**config.mk**
```make
export PLATFORM = sky130hd
export DESIGN_NAME = mips_muldiv_unit
export DESIGN_NICKNAME = d
export VERILOG_FILES = /design/src/rtl/mips_muldiv_unit.sv
export SDC_FILE = /design/constraint.sdc
export NUM_CORES = 1
export LEC_CHECK = 0
export BUFFER_PORTS_ARGS = -buffer_cell sky130_fd_sc_hd__buf_2
export CAP_MARGIN = 20
export CORE_MARGIN = 2
export CORE_UTILIZATION = 50
export DETAILED_ROUTE_END_ITERATION = 16
export PLACE_DENSITY = 0.7
export SLEW_MARGIN = 20
export SYNTH_ARGS = -nofsm -noshare
export SYNTH_HDL_FRONTEND = slang
export SYNTH_SLANG_ARGS = --single-unit
```
**constraint.sdc**
```tcl
create_clock -name clk -period 3.81 [get_ports clk]
set_input_delay 0.762 -clock clk [delete_from_list [all_inputs] [get_ports clk]]
set_output_delay 0.762 -clock clk [all_outputs]
set_load 0.01 [all_outputs]
```
**src/rtl/mips_muldiv_unit.sv**
```systemverilog
// Iterative radix-2 multiply/divide unit with HI/LO registers for the MIPS32 EX stage.
// Sign handling works on magnitudes and applies one two's-complement fix-up after the last iteration.
module mips_muldiv_unit #(
    parameter int WIDTH = 32
) (
    input  logic             clk,
    input  logic             reset,
    input  logic             start,
    input  logic [1:0]       op,
    input  logic [WIDTH-1:0] a,
    input  logic [WIDTH-1:0] b,
    input  logic             flush,
    input  logic             hi_we,
    input  logic             lo_we,
    input  logic [WIDTH-1:0] wdata,
    output logic             busy,
    output logic             done,
    output logic [WIDTH-1:0] hi,
    output logic [WIDTH-1:0] lo
);

    localparam int CNT_W = $clog2(WIDTH) + 1;

    typedef enum logic [1:0] {
        IDLE,
        RUN,
        FIX
    } state_t;

    state_t state, state_next;

    logic               is_div;
    logic               neg_main;
    logic               neg_rem;
    logic [CNT_W-1:0]   cnt;
    logic [WIDTH-1:0]   mag_b;
    logic [WIDTH-1:0]   acc_hi;
    logic [WIDTH-1:0]   acc_lo;

    logic               accept;
    logic               signed_op;
    logic               a_neg;
    logic               b_neg;
    logic               div_zero;
    logic [WIDTH-1:0]   a_mag;
    logic [WIDTH-1:0]   b_mag;

    logic [WIDTH:0]     mul_sum;
    logic [WIDTH:0]     div_shift;
    logic [WIDTH-1:0]   div_diff;
    logic               div_ge;

    logic [2*WIDTH-1:0] prod;
    logic [2*WIDTH-1:0] prod_fix;
    logic [WIDTH-1:0]   quo_fix;
    logic [WIDTH-1:0]   rem_fix;

    assign accept    = (state == IDLE) && start && !flush;
    assign signed_op = ~op[0];
    assign a_neg     = signed_op & a[WIDTH-1];
    assign b_neg     = signed_op & b[WIDTH-1];
    assign a_mag     = a_neg ? -a : a;
    assign b_mag     = b_neg ? -b : b;
    assign div_zero  = op[1] && (b == '0);

    // Multiply: acc_lo starts as the multiplier and fills with product bits as it shifts out.
    assign mul_sum   = {1'b0, acc_hi} + (acc_lo[0] ? {1'b0, mag_b} : '0);

    // Divide: acc_hi is the partial remainder, acc_lo shifts dividend bits out and quotient bits in.
    assign div_shift = {acc_hi, acc_lo[WIDTH-1]};
    assign div_ge    = div_shift >= {1'b0, mag_b};
    assign div_diff  = div_shift[WIDTH-1:0] - mag_b;

    assign prod      = {acc_hi, acc_lo};
    assign prod_fix  = neg_main ? -prod : prod;
    assign quo_fix   = neg_main ? -acc_lo : acc_lo;
    assign rem_fix   = neg_rem ? -acc_hi : acc_hi;

    assign busy      = (state != IDLE);

    always_comb begin
        state_next = state;
        case (state)
            IDLE: if (accept) state_next = RUN;
            RUN: begin
                if (flush)
                    state_next = IDLE;
                else if (cnt == CNT_W'(1))
                    state_next = FIX;
            end
            FIX:     state_next = IDLE;
            default: state_next = IDLE;
        endcase
    end

    // Divide by zero loads the raw dividend with no sign flags so the remainder comes out as a.
    always_ff @(posedge clk) begin
        if (reset) begin
            state    <= IDLE;
            done     <= 1'b0;
            hi       <= '0;
            lo       <= '0;
            is_div   <= 1'b0;
            neg_main <= 1'b0;
            neg_rem  <= 1'b0;
            cnt      <= '0;
            mag_b    <= '0;
            acc_hi   <= '0;
            acc_lo   <= '0;
        end else begin
            state <= state_next;
            done  <= 1'b0;
            case (state)
                IDLE: begin
                    if (accept) begin
                        is_div <= op[1];
                        cnt    <= CNT_W'(WIDTH);
                        acc_hi <= '0;
                        if (op[1]) begin
                            acc_lo   <= div_zero ? a : a_mag;
                            mag_b    <= b_mag;
                            neg_main <= ~div_zero & (a_neg ^ b_neg);
                            neg_rem  <= ~div_zero & a_neg;
                        end else begin
                            acc_lo   <= b_mag;
                            mag_b    <= a_mag;
                            neg_main <= a_neg ^ b_neg;
                            neg_rem  <= 1'b0;
                        end
                    end else begin
                        if (hi_we) hi <= wdata;
                        if (lo_we) lo <= wdata;
                    end
                end
                RUN: begin
                    if (!flush) begin
                        cnt <= cnt - CNT_W'(1);
                        if (is_div) begin
                            acc_hi <= div_ge ? div_diff : div_shift[WIDTH-1:0];
                            acc_lo <= {acc_lo[WIDTH-2:0], div_ge};
                        end else begin
                            acc_hi <= mul_sum[WIDTH:1];
                            acc_lo <= {mul_sum[0], acc_lo[WIDTH-1:1]};
                        end
                    end
                end
                FIX: begin
                    if (!flush) begin
                        done <= 1'b1;
                        if (is_div) begin
                            hi <= rem_fix;
                            lo <= quo_fix;
                        end else begin
                            {hi, lo} <= prod_fix;
                        end
                    end
                end
                default: ;
            endcase
        end
    end

endmodule

```
==> impl_metrics.env, run 1 <==
export IMPL_final_period_utilization_pct=93.2
export IMPL_boundaryPins=170
export IMPL_critPathKind="register to register"
export IMPL_initial_util_pct=50.8
export IMPL_cts_made_buffers=17
export IMPL_min_delay_path_class="register to register"
export IMPL_dpl_cell_count=2556
export IMPL_area_growth_syn_to_layout_pct=12.7
export IMPL_tightest_slew_ps=1020
export IMPL_synth_yosys_seq_area_share_pct=22.9
export IMPL_power_frac_clock_pct=34.7
export IMPL_cpPeakStageDelay_ps=470
export IMPL_most_common_library_cell_in_the_layout_ignoring_fill_and_taps="nor2_1"
export IMPL_antenna_found_initial=1
export IMPL_critical_path_most_common_cell="o21bai_1"
export IMPL_numPortBuffers=169
export IMPL_power_density_mw_per_mm2=320
export IMPL_clockRootBuffer="clkbuf_16"
export IMPL_net_switching_power_mw=1.93
export IMPL_fin_nets=2362
export IMPL_insertion_delay_of_the_later_clocked_pin_in_the_worst_skew_pair_ps=450
export IMPL_final_layout_size_suffix_gt1_share_pct=14.7
export IMPL_startpoint_type="register"
export IMPL_layout_fillers=2916
export IMPL_drtAntennaViolNets=0
export IMPL_synth_top_cell_area_share_pct=22.9
export IMPL_timing_max_slew_rel_slack_pct=31.7
export IMPL_grt_first_pass_wirelength_um=83200
export IMPL_synth_cells=2063
export IMPL_synth_largest_area_cell="dfxtp_1"
export IMPL_synthArstFlopShare_pct=0
export IMPL_cp_data_arrival_time_ps=3890
export IMPL_startpoint="acc_lo[0]"
export IMPL_slew_violations=0
export IMPL_synth_edf_count=0
export IMPL_die_width_um=177
export IMPL_finalNonFillerCells=2589
export IMPL_report_final_hold_viol_count=0
export IMPL_initialDrtViolationCount=1650
export IMPL_globalRouteTotalUtil_pct=33.9
export IMPL_hp_start="hi[10]"
export IMPL_post_cts_resized_instances=0
export IMPL_achievable_frequency_mhz=282
export IMPL_floorplan_core_area_mm2=0.0296
export IMPL_wl_um=54700
export IMPL_synthDistinctLibCells=96
export IMPL_die_height_um=177
export IMPL_switching_power_share_of_the_total_pct=35.6
export IMPL_finalCriticalPeriod_ps=3550
export IMPL_critical_path_slowest_cell="a221oi_2"
export IMPL_vias_in_the_first_global_route=15000
export IMPL_synth_ff_latch_count=172
export IMPL_worst_clock_skew_ps=17.7
export IMPL_seq_power_share_pct=36.9
export IMPL_post_cts_setup_buffer_count=0
export IMPL_drcViolationCount=0
export IMPL_setup_viol=0
export IMPL_gpl_final_weighted_congestion=0.993
export IMPL_cts_tree="built"
export IMPL_clk_pin_slew_ps=80
export IMPL_total_power_mw=5.42
export IMPL_r2r_start="acc_lo[0]"
export IMPL_layout_cells_most_common_list="256 x nor2_1, 219 x nand2_1, 216 x a21oi_1"
export IMPL_fin_setup_tns_ps=0
export IMPL_clock_sinks=172
export IMPL_yosysWarningCount=0
export IMPL_crit_path_cell_trace="inv_1 > nor2_1 > ha_1 > nor2b_1 > o31ai_1 > o21bai_1 > a211o_1 > a221oi_2 > o21bai_1 > a21oi_1 > xnor2_1 > a221o_1"
export IMPL_detail_routed_net_length_per_standard_cell_um=21.1
export IMPL_critPathRequiredTime_ps=4150
export IMPL_power_frac_comb_pct=28.4
export IMPL_synthTopCellsByArea="dfxtp_1 23%, a21oi_1 7.2%, nor2_1 6.4%, xnor2_1 6.1%, ha_1 5.8%"
export IMPL_dpl_hpwl_um=42600
export IMPL_dominantRegCellSynth="dfxtp_1"
export IMPL_internal_power_mw=3.49
export IMPL_remaining_global_route_overflow=0
export IMPL_postSynthNetCount=2239
export IMPL_vias=16200
export IMPL_post_synth_instance_area_mm2=0.0150
export IMPL_grt_setup_unrepaired="false"
export IMPL_floorplan_die_area_mm2=0.0315
export IMPL_max_cap_viol_count=0
export IMPL_insertedDiodeCount=0
export IMPL_outcome="finished clean"
export IMPL_largest_net_degree_at_the_start_of_global_routing=63
export IMPL_drt_vias_per_instance=6.24
export IMPL_timing_critical_path_to_type="register"
export IMPL_timing_critical_path_fanout_max=14
export IMPL_tritonroute_pass_1_iters=6
export IMPL_ctsHtreeMaxLevel=4
export IMPL_cts_hold_buffers_added=0
export IMPL_clock_tree_buffer_depth=2
export IMPL_ir_drop_mv=0.343
export IMPL_rows=63
export IMPL_leakagePower_nw=7.13
export IMPL_avgSynthCellArea_um2=7.29
flip-flops by register name (all words and copies together), names as in the netlist:
| name | cells |
|---|---|
| neg_rem | 1 |
| done | 1 |
| hi | 32 |
| acc_lo | 32 |
| state | 2 |
| neg_main | 1 |
| acc_hi | 32 |
| cnt | 6 |
| is_div | 1 |
| lo | 32 |
| mag_b | 32 |
synthesized netlist by cell type, types with 19 or more instances:
cell type  number
xor2_1         94
inv_1          60
nand3_1        37
nand2_1       219
o21ai_0       123
xnor2_1       105
a21o_1         27
ha_1           70
o211ai_1       34
dfxtp_1       172
nand2b_1       20
a311oi_1       19
a21oi_1       216
nor2b_1        23
o31ai_1        22
nor2_1        258
mux2i_1        49
a211oi_1       36
clkbuf_1       93
nor3_1         46
per-layer routing:
layer / wire length [um] / GRT usage, %
met1: 22800 / 43.6
met2: 24400 / 54.8
met3: 4810 / 5.83
met4: 2680 / 16.9
met5: 13 / 0
path summary, 6_finish.rpt:
check / end / slack, ps / cells after the start
worst max-delay path: acc_hi[29] / 260 / 12
worst min-delay path: hi[10] / 450 / 1
worst max register to register: acc_hi[29] / 260 / 12
worst min register to register: hi[10] / 450 / 1
logic make-up after synthesis:
family          Yosys count  share of synthesized area, %
simple gates            733                          23.2
compound gates          640                          27.3
xor+xnor                199                          11.6
buf+inv                 194                          5.40
flops                   172                          22.9
fa+ha+maj                72                          6.09
mux                      53                          3.56
area by class of cell:
class	count	area [um2]	area share, %
multi-input combinational	1697	10800	63.7
clock inverter	13	154	0.908
sequential	172	3440	20.3
inverter	60	225	1.33
clock buffer	19	453	2.67
timing repair buffer	238	1380	8.15
tap	390	488	2.88
worst max-delay path, delay by kind of cell (launching register included):
kind,cells,cell delay [ps]
buffers and inverters,1,350
flip-flops,1,310
XOR/XNOR,1,80
AO/OA/AOI/OAI,7,2110
AND/OR/NAND/NOR,2,260
adder cells (fa/ha/maj),1,340
metrics by stage:
step	setup slack [ps]	area (um2)	utilization [%]	hold slack [ps]
after global routing	47.3	17000	57.2	466
final	260	17000	57.2	451
after global placement	402	16300	55.1	440
after detailed placement	347	16300	55.1	436
after CTS	348	16900	57.2	453
after floorplan	619	15000	-	425
power by group through the flow:
stage / sequential, mW / combinational, mW / clock, mW
3_5_place_dp: 2.04 / 1.50 / 0
6_report: 2.00 / 1.54 / 1.88
2_1_floorplan: 2.03 / 1.01 / 0
3_3_place_gp: 2.03 / 1.49 / 0
4_1_cts: 2.00 / 1.51 / 1.87
5_1_grt: 2.01 / 1.67 / 1.94
No activity file was read; power rests on OpenSTA's default activity.
==> run 2, diff against run 1 <==
- CORE_UTILIZATION: 50 -> 40
- PLACE_DENSITY: 0.7 -> unset
==> run 2 against run 1 <==
Net effect:
- sequential cell count is the same
- sequential share of layout area fell by 0.29 points
- worst setup slack improved by 18 ps
- utilization decreased by 11 points
- critical path type unchanged
- highest routed layer is now met4
==> impl_metrics.env, run 2 (synthesis results as in run 1) <==
export IMPL_outcome="finished clean"
export IMPL_vias_in_the_first_global_route=15200
export IMPL_timing_max_slew_rel_slack_pct=25.7
export IMPL_final_layout_size_suffix_gt1_share_pct=15.1
export IMPL_fin_nets=2373
export IMPL_finalNonFillerCells=2720
export IMPL_crit_path_cell_trace="clkinvlp_4 > nor2_1 > ha_1 > a21oi_1 > o211ai_1 > o21bai_1 > a211o_1 > a221oi_2 > o21bai_1 > a21oi_1 > xnor2_1 > a221o_1"
export IMPL_cpPeakStageDelay_ps=450
export IMPL_power_density_mw_per_mm2=320
export IMPL_finalWorstSetupSlack_ps=278
export IMPL_post_dp_cell_area_mm2=0.0166
export IMPL_insertion_delay_of_the_later_clocked_pin_in_the_worst_skew_pair_ps=460
export IMPL_cp_data_arrival_time_ps=3870
export IMPL_grt_first_pass_wirelength_um=88400
export IMPL_clock_sinks=172
export IMPL_final_period_utilization_pct=92.7
export IMPL_leakagePower_nw=7.19
export IMPL_dp_worst_setup_slack_ps=257
export IMPL_area_growth_syn_to_layout_pct=14.3
export IMPL_die_width_um=198
export IMPL_die_height_um=198
export IMPL_total_power_mw=5.50
export IMPL_boundaryPins=170
export IMPL_dpl_hpwl_um=45800
export IMPL_floorplan_core_area_mm2=0.0374
export IMPL_largest_net_degree_at_the_start_of_global_routing=75
export IMPL_met3RoutedLength_um=4080
export IMPL_clockRootBuffer="clkbuf_16"
export IMPL_fin_setup_tns_ps=0
export IMPL_critical_path_slowest_cell="a211o_1"
export IMPL_r2r_start="acc_lo[0]"
export IMPL_worst_clock_skew_ps=12.0
export IMPL_rows=71
export IMPL_tightest_slew_ps=1090
export IMPL_tritonroute_pass_1_iters=6
export IMPL_final_util_pct=46.0
export IMPL_slew_violations=0
export IMPL_clock_tree_buffer_depth=2
export IMPL_wl_um=57400
export IMPL_max_cap_viol_count=0
export IMPL_cts_tree="built"
export IMPL_initialDrtViolationCount=1594
export IMPL_gpl_final_weighted_congestion=0.939
export IMPL_drcViolationCount=0
export IMPL_report_final_hold_viol_count=0
export IMPL_insertedDiodeCount=0
export IMPL_initial_util_pct=40.2
export IMPL_clk_pin_slew_ps=70
export IMPL_globalRouteTotalUtil_pct=29.3
export IMPL_hp_start="lo[3]"
export IMPL_startpoint_type="register"
export IMPL_layout_cells_most_common_list="256 x nor2_1, 219 x nand2_1, 216 x a21oi_1"
export IMPL_critPathRequiredTime_ps=4150
export IMPL_dpl_cell_count=2689
export IMPL_ir_drop_mv=0.276
export IMPL_cts_hold_buffers_added=0
export IMPL_most_common_library_cell_in_the_layout_ignoring_fill_and_taps="nor2_1"
export IMPL_drt_vias_per_instance=5.89
export IMPL_detail_routed_net_length_per_standard_cell_um=21.1
export IMPL_timing_critical_path_fanout_max=13
export IMPL_antenna_found_initial=0
export IMPL_finalCriticalPeriod_ps=3530
export IMPL_floorplan_die_area_mm2=0.0392
export IMPL_achievable_frequency_mhz=283
export IMPL_timing_critical_path_to_type="register"
export IMPL_setup_viol=0
export IMPL_drtAntennaViolNets=0
export IMPL_remaining_global_route_overflow=0
export IMPL_critPathKind="register to register"
export IMPL_min_delay_path_class="register to register"
export IMPL_vias=16000
export IMPL_fin_area_mm2=0.0172
export IMPL_numPortBuffers=169
export IMPL_ctsHtreeMaxLevel=4
export IMPL_met2WireLength_um=26000
export IMPL_met1_length_um=25100
export IMPL_route_top_layer_used="met4"
export IMPL_timing_hold_ws_ps=456
export IMPL_cts_made_buffers=17
export IMPL_startpoint="acc_lo[0]"
run 2: critical path, delay by kind of cell, from the launching register on:
family | cells | cell delay, ps
buffers and inverters | 1 | 270
DFF | 1 | 380
xor gates and xnor gates | 1 | 90
adders and majority gates | 1 | 300
and+or+nand+nor | 1 | 170
AOI/OAI and AO/OA | 8 | 2190
run 2: power by group:
group	total (mW)	switching (mW)	leakage (nW)	internal, mW
Combinational	1.58	0.999	5.48	0.584
Sequential	1.99	0.0919	1.41	1.90
Clock	1.92	0.821	0.306	1.10
run 2: final timing paths:
path                      to  slack (ps)  cells after the start
setup / recovery  acc_hi[29]         280                     12
hold / removal         lo[3]         460                      2
setup reg to reg  acc_hi[29]         280                     12
hold reg to reg        lo[3]         460                      2
run 2: what timing repair did:
action                                  4_1_cts  5_1_grt
endpoints found under the setup margin        0        2
setup buffers                                 0        0
resized for setup                             0        1
run 2: final cells by class:
class	instances	area (um2)
clock buffer	18	429
sequential	172	3440
inverter	60	229
multi-input combinational	1697	10800
timing repair buffer	249	1460
fill	3811	20200
clock inverter	13	190
tap	511	639
run 2: per-layer routing:
layer	vias up	track usage [%]
met5	-	0
met1	7545	38.3
li1	7678	-
met2	679	47.8
met4	0	12.7
met3	115	4.31
